**src/rtl/hazard_ctrl.sv**
```systemverilog
// Pipeline hazard and stall controller for the 7-stage core: load-use detection,
// divider sequencing, cache-miss stall patterns and a registered exception flush.
module hazard_ctrl #(
  parameter int STALL_W = 6,
  parameter int PC_W    = 32,
  parameter int CNT_W   = 32
) (
  input  logic               clk,
  input  logic               rst,
  input  logic               id_rs_re,
  input  logic [4:0]         id_rs_addr,
  input  logic               id_rt_re,
  input  logic [4:0]         id_rt_addr,
  input  logic               ex_we,
  input  logic [4:0]         ex_waddr,
  input  logic               ex_is_load,
  input  logic               dc_we,
  input  logic [4:0]         dc_waddr,
  input  logic               dc_is_load,
  input  logic               ex_is_div,
  input  logic               div_ready,
  input  logic               if_miss,
  input  logic               dc_miss,
  input  logic               excp_valid,
  input  logic [PC_W-1:0]    excp_target,
  output logic [STALL_W-1:0] stall,
  output logic               flush,
  output logic [PC_W-1:0]    new_pc,
  output logic               div_start,
  output logic               div_cancel,
  output logic [CNT_W-1:0]   stall_cnt
);

  typedef enum logic [1:0] {
    D_IDLE = 2'd0,
    D_BUSY = 2'd1,
    D_HOLD = 2'd2
  } div_state_e;

  localparam logic [STALL_W-1:0] STALL_EXCP = STALL_W'(6'b111111);
  localparam logic [STALL_W-1:0] STALL_DC   = STALL_W'(6'b011111);
  localparam logic [STALL_W-1:0] STALL_DIV  = STALL_W'(6'b001111);
  localparam logic [STALL_W-1:0] STALL_LU   = STALL_W'(6'b000111);
  localparam logic [STALL_W-1:0] STALL_IF   = STALL_W'(6'b000011);

  div_state_e         state, state_nxt;
  logic               rs_hit, rt_hit, lu;
  logic               div_busy;
  logic               flush_take;
  logic [STALL_W-1:0] stall_raw;

  // Load data only becomes forwardable in MEM, so a load in EX or DC must hold ID.
  always_comb begin
    rs_hit = id_rs_re && (id_rs_addr != 5'd0) &&
             ((ex_is_load && ex_we && (ex_waddr == id_rs_addr)) ||
              (dc_is_load && dc_we && (dc_waddr == id_rs_addr)));
    rt_hit = id_rt_re && (id_rt_addr != 5'd0) &&
             ((ex_is_load && ex_we && (ex_waddr == id_rt_addr)) ||
              (dc_is_load && dc_we && (dc_waddr == id_rt_addr)));
    lu     = rs_hit || rt_hit;
  end

  assign flush_take = excp_valid && !flush;

  // State register
  always_ff @(posedge clk or posedge rst) begin
    if (rst) begin
      state <= D_IDLE;
    end else begin
      // NOTE: sequential state uses non-blocking assignments so every flop samples pre-edge values.
      state <= state_nxt;
    end
  end

  // Next-state logic
  always_comb begin
    state_nxt = state;
    if (flush_take) begin
      state_nxt = D_IDLE;
    end else begin
      case (state)
        D_IDLE:  if (div_start) state_nxt = D_BUSY;
        D_BUSY:  if (div_ready) state_nxt = stall_raw[3] ? D_HOLD : D_IDLE;
        D_HOLD:  if (!stall_raw[3]) state_nxt = D_IDLE;
        default: state_nxt = D_IDLE;
      endcase
    end
  end

  // Output logic; a flush cycle masks every stall cause, reset forces all outputs low.
  always_comb begin
    // NOTE: every variable gets a default first so no path through the block infers a latch.
    div_busy   = 1'b0;
    stall_raw  = '0;
    div_start  = 1'b0;
    div_cancel = 1'b0;

    case (state)
      D_IDLE:  div_busy = ex_is_div;
      D_BUSY:  div_busy = !div_ready;
      default: div_busy = 1'b0;
    endcase

    if (flush)           stall_raw = '0;
    else if (excp_valid) stall_raw = STALL_EXCP;
    else if (dc_miss)    stall_raw = STALL_DC;
    else if (div_busy)   stall_raw = STALL_DIV;
    else if (lu)         stall_raw = STALL_LU;
    else if (if_miss)    stall_raw = STALL_IF;

    // Only excp and dc_miss outrank the divider's own hold on EX.
    div_start  = !rst && (state == D_IDLE) && ex_is_div &&
                 !flush && !excp_valid && !dc_miss;
    div_cancel = !rst && (state == D_BUSY) && flush_take;
    stall      = rst ? '0 : stall_raw;
  end

  always_ff @(posedge clk or posedge rst) begin
    if (rst) begin
      flush     <= 1'b0;
      new_pc    <= '0;
      stall_cnt <= '0;
    end else begin
      flush <= flush_take;
      if (flush_take) new_pc <= excp_target;
      if (|stall) stall_cnt <= stall_cnt + CNT_W'(1);
    end
  end

endmodule

```
**config.mk**
```make
export PLATFORM = sky130hd
export DESIGN_NAME = hazard_ctrl
export DESIGN_NICKNAME = d
export VERILOG_FILES = /design/src/rtl/hazard_ctrl.sv
export SDC_FILE = /design/constraint.sdc
export NUM_CORES = 1
export LEC_CHECK = 0
export ABC_AREA = 1
export BUFFER_PORTS_ARGS = -buffer_cell sky130_fd_sc_hd__buf_4
export CAP_MARGIN = 20
export CELL_PAD_IN_SITES_DETAIL_PLACEMENT = 1
export CELL_PAD_IN_SITES_GLOBAL_PLACEMENT = 1
export CORE_MARGIN = 5
export CORE_UTILIZATION = 30
export CTS_BUF_LIST = sky130_fd_sc_hd__clkbuf_4 sky130_fd_sc_hd__clkbuf_8 sky130_fd_sc_hd__clkbuf_16
export DETAILED_ROUTE_END_ITERATION = 7
export PLACE_DENSITY_LB_ADDON = 0.08
export SETUP_SLACK_MARGIN = 0.15
export SLEW_MARGIN = 10
export SYNTH_ARGS = -nofsm -noshare
export SYNTH_HDL_FRONTEND = slang
export SYNTH_SLANG_ARGS = --single-unit
```
**constraint.sdc**
```tcl
create_clock -name clk -period 2.15 [get_ports clk]
set_input_delay 0.215 -clock clk [delete_from_list [all_inputs] [get_ports clk]]
set_output_delay 0.215 -clock clk [all_outputs]
set_load 0.03 [all_outputs]
```
# Yosys cells after proc, flatten, opt, wreduce, memory -nomap -nowiden

Cells that the tools add are included.

Add/sub/neg operators: 1
Equal/unequal tests: 9
Multiplexer cells: 14
Reductions and logical operators: 31

Operator list:

| cell                                                            | number |
|---|---|
| 32-bit by 1-bit adder with 32-bit output, second input constant | 1 |
| 5-bit == test                                                   | 4 |
| 1-bit logical AND                                               | 18 |
| 6-bit 2-to-1 mux                                                | 3 |
| 2-bit 2-to-1 mux                                                | 6 |
| 5-bit nonzero test                                              | 2 |
| 3-bit inequality test, second input constant                    | 3 |
| 2-bit case mux with 3 select lines                              | 1 |
| 6-bit OR reduction                                              | 1 |
| 1-bit logical NOT                                               | 5 |
| 5-bit 2-to-1 mux                                                | 1 |
| 4-bit 2-to-1 mux                                                | 1 |
| 1-bit logical OR                                                | 3 |
| 3-bit 2-to-1 mux                                                | 1 |
| 3-bit AND reduction                                             | 1 |
| 2-bit by 1-bit == test with 1-bit output, second input constant | 1 |
| 2-bit == test, second input constant                            | 1 |
| 2-bit logical NOT                                               | 1 |
| 1-bit case mux with 2 select lines                              | 1 |

Flip-flop bits (word level): 67
Input bits: 65
Output and inout port bits: 73
Word-level logic and storage cells: 59

# Longest topological paths before layout

Depth after elaboration: 14
Gate-level depth with buffers: 13
Mapped depth without buffers: 12

# Worst setup path before layout

Ideal clock, no wire load.

Path type: register to output
Start point: register flush
End point: output div_cancel
Arrival: 1729 ps
Required time: 1935 ps
Path slack: 206 ps
Stages on the path, launching flop included: 4
Path buffers: 0
Path through: dfrtp_1 nor2_2 clkinv_1 nor3_1

Cells in the longest elaborated chain, start to end: 3

RTL lines:

| what                     | RTL line | source |
|---|---|---|
| start: declaration       | 27       | `output logic flush,` |
| start signal: assignment | 124      | `flush <= flush_take;` |
| 1-bit logical NOT        | 63       | `assign flush_take = excp_valid && !flush;` |
| 1-bit logical AND        | 63       |  |
| 1-bit logical AND        | 114      | `div_cancel = !rst && (state == D_BUSY) && flush_take;` |
| end: declaration         | 30       | `output logic div_cancel,` |

Every way passes these cells.

# Final worst setup path

Start point: register flush
End point: output stall[0]

Cells in the longest elaborated chain, start to end: 2

RTL lines:

| what             | RTL line | source |
|---|---|---|
| 6-bit 2-to-1 mux | 104      | `if (flush) stall_raw = '0;` |
| 6-bit 2-to-1 mux | 115      | `stall = rst ? '0 : stall_raw;` |
| end: declaration | 26       | `output logic [STALL_W-1:0] stall,` |

Every way passes these cells.

==> results.cfg <==
[pwr]
comb_power_share_pct = 24.3
p_sw_mw = 1.31
p_int_mw = 2.82
pwr-share-seq_pct = 36.1
peakVddDrop_mv = 0.565
p_clk_share_pct = 39.6
cellLeakagePower_nw = 3.05
swShare_pct = 31.8
powerDensity_nw_per_um2 = 747

[placed_design]
port_buffers = 137
place_congestion = 0.891
dpl.hpwl_mm = 9.95
placed_area_sq_um = 5090

[cells_and_area]
area_growth_pct = 42.8
multi_input_area_sq_um = 1990
final.fill_count = 1624
drive_gt1_share_pct = 25.4
final_nets = 769
antenna-diode-count = 0
seq_area_sq_um = 1680
design_area_sq_um = 5540

[synth]
synth-main-ff-cell = dfrtp_1
yosysTopAreaCellShare_pct = 43.3
yosysTopAreaCell = dfrtp_1
syn_inst = 557
synth-edff-count = 0
ys_async_sr_fraction_pct = 100
netlist_area_sq_um = 3870
synth_area_leaders = dfrtp_1 (43%), nand2_1 (25%), nand3_1 (6.2%)
synth_cell_types = 26
ys_seq_elements = 67
syn_nets = 623
syn_area_per_cell_sq_um = 6.96
yosysSeqAreaShare_pct = 43.3
synthTopCellsByCount = nand2_1 (261), dfrtp_1 (67), nand3_1 (48)
synth_most_common_cell = nand2_1
synth-warning-count = 0

[worst_setup_path]
end_kind = primary output
cp.required_ns = 1.93
cp-start-kind = flip-flop
critPathKind = flip-flop to primary output
critical_path.max_fanout = 5
cp_data_arrival_time_ns = 1.75

[clocking]
clk_path_buf_depth = 2
clk_pin_slew_ns = 0.06
tritoncts = done
root_buffer = clkbuf_16
cts_max_level = 3
cts_made_buffers = 9
cts_sinks = 67
clk_latency_ns = 0.34

[timing]
tightest_slew_ns = 0.429
rsz0062_at_grt = yes
max_slew_margin_pct = 71.2
finalHoldViolations = 0
clock_skew_ns = 0.00760
tns_ns = 0
drv_slew = 0
fin_crit_sh_pct = 91.5
period_needed_ns = 1.97
fmax_mhz = 509
finalSetupViolations = 0

[job]
drv_cap = 0

[status]
status = complete, no violations

[global_routing]
grt_pass1_wl_mm = 21.8
gr-total-overflow = 0
track_usage_pct = 18.4
antenna_found_initial = 0
grt_pass1_vias = 4383
grt_max_degree = 59

[floorplan]
fp.dieH_microns = 124
dieArea_sq_um = 15300
rows = 41
ioPinCount = 138
initial_utilization_pct = 30.7
coreArea_sq_um = 12600
die_w_microns = 124

[drt]
wl_per_cell_microns = 15.1
drt_pre_antenna_iters = 4
vias_per_cell = 4.56
wirelength_mm = 13.3
drt_iter0_markers = 169
ant_nets = 0
drc = 0
vias = 4011

[min_path]
min_path_type = input port to flip-flop
## state kept, by name, indices dropped and copies added, names as in the netlist
| name | count |
|---|---|
| stall_cnt | 32 |
| state | 2 |
| new_pc | 32 |
| flush | 1 |
## routing by layer
layer | global-route usage (%) | wire length, microns | up-vias
met5 | 0 | 0 | -
met2 | 31.0 | 6480 | 89
met4 | 5.61 | 177 | 0
li1 | - | - | 2016
met1 | 22.4 | 5800 | 1891
met3 | 5.90 | 801 | 15
## power groups by stage
stage	clock, mW	combinational [mW]	sequential [mW]
finish	1.64	1.00	1.49
global route	1.76	1.10	1.51
CTS	1.70	1.01	1.49
detailed placement	0	0.989	1.51
global placement	0	0.979	1.51
floorplan	0	0.349	1.73
## cells in the final DEF, fill, tap and decap left out, types with 2 or more instances in the layout
cell       count
nor2_1        44
dfrtp_1       67
nand4_1        7
xnor2_1       15
buf_4        145
inv_1         41
nand2_1      261
nor2_2         2
inv_2          4
xor2_1        16
nand2_8        2
bufinv_16      2
nand3_4        2
buf_6          3
nor3_1        15
clkbuf_16      9
a21oi_1        4
o21ai_0        5
nand3_1       48
## layout make-up
type / instances / area share [%]
Clock buffer: 11 / 4.45
Clock inverter: 5 / 1.54
Inverter: 46 / 3.12
Multi-Input combinational cell: 429 / 35.9
Sequential cell: 67 / 30.3
Tap cell: 172 / 3.89
Timing Repair Buffer: 150 / 20.8
## kinds of logic (layout without fill, tap and decap cells)
group | after synthesis | count (layout) | share of synthesized area, %
simple gates | 387 | 388 | 41.5
flops | 67 | 67 | 43.3
buf+inv | 62 | 212 | 6.78
xor+xnor | 31 | 31 | 7.01
compound gates | 9 | 9 | 1.16
fa+ha+maj | 1 | 1 | 0.323
## final timing paths
| path | depth (start not counted) | from | slack, ns | endpoint |
|---|---|---|---|---|
| max in group asynchronous | 4 | rst | 1.14 | stall_cnt[2] |
| hold / removal | 3 | excp_target[5] | 0.07 | new_pc[5] |
| min in group asynchronous | 3 | rst | 0.40 | new_pc[12] |
| setup / recovery | 4 | flush | 0.18 | stall[0] |
| setup reg to reg | 9 | stall_cnt[0] | 0.30 | stall_cnt[30] |
| hold reg to reg | 2 | new_pc[11] | 0.47 | new_pc[11] |
## worst max-delay path, cell delays in order, from the launching register on
cell     delay, ns
dfrtp_1       0.45
nor2_2        0.33
nand2_1       0.32
nand2_8       0.17
buf_6         0.14
## stage by stage
stage	instances	total power, mW	worst slack [ns]	utilization [%]	hold slack [ns]
detailed placement	857	2.50	0.255	40.4	0.186
finish	880	4.14	0.184	43.9	0.0702
global route	880	4.37	0.106	43.9	0.0664
floorplan	557	2.08	0.206	-	0.332
CTS	878	4.21	0.151	43.5	0.0540
global placement	857	2.49	0.278	40.4	0.192
## timing repair
action	CTS	global route
setup endpoints to repair	2	4
cloned	1	0
hold buffers	1	0
setup buffers	3	2
pin swaps	1	1
hold endpoints to repair	9	0
gates resized for setup	3	6
Note: power is estimated with default switching activity, not from simulation.
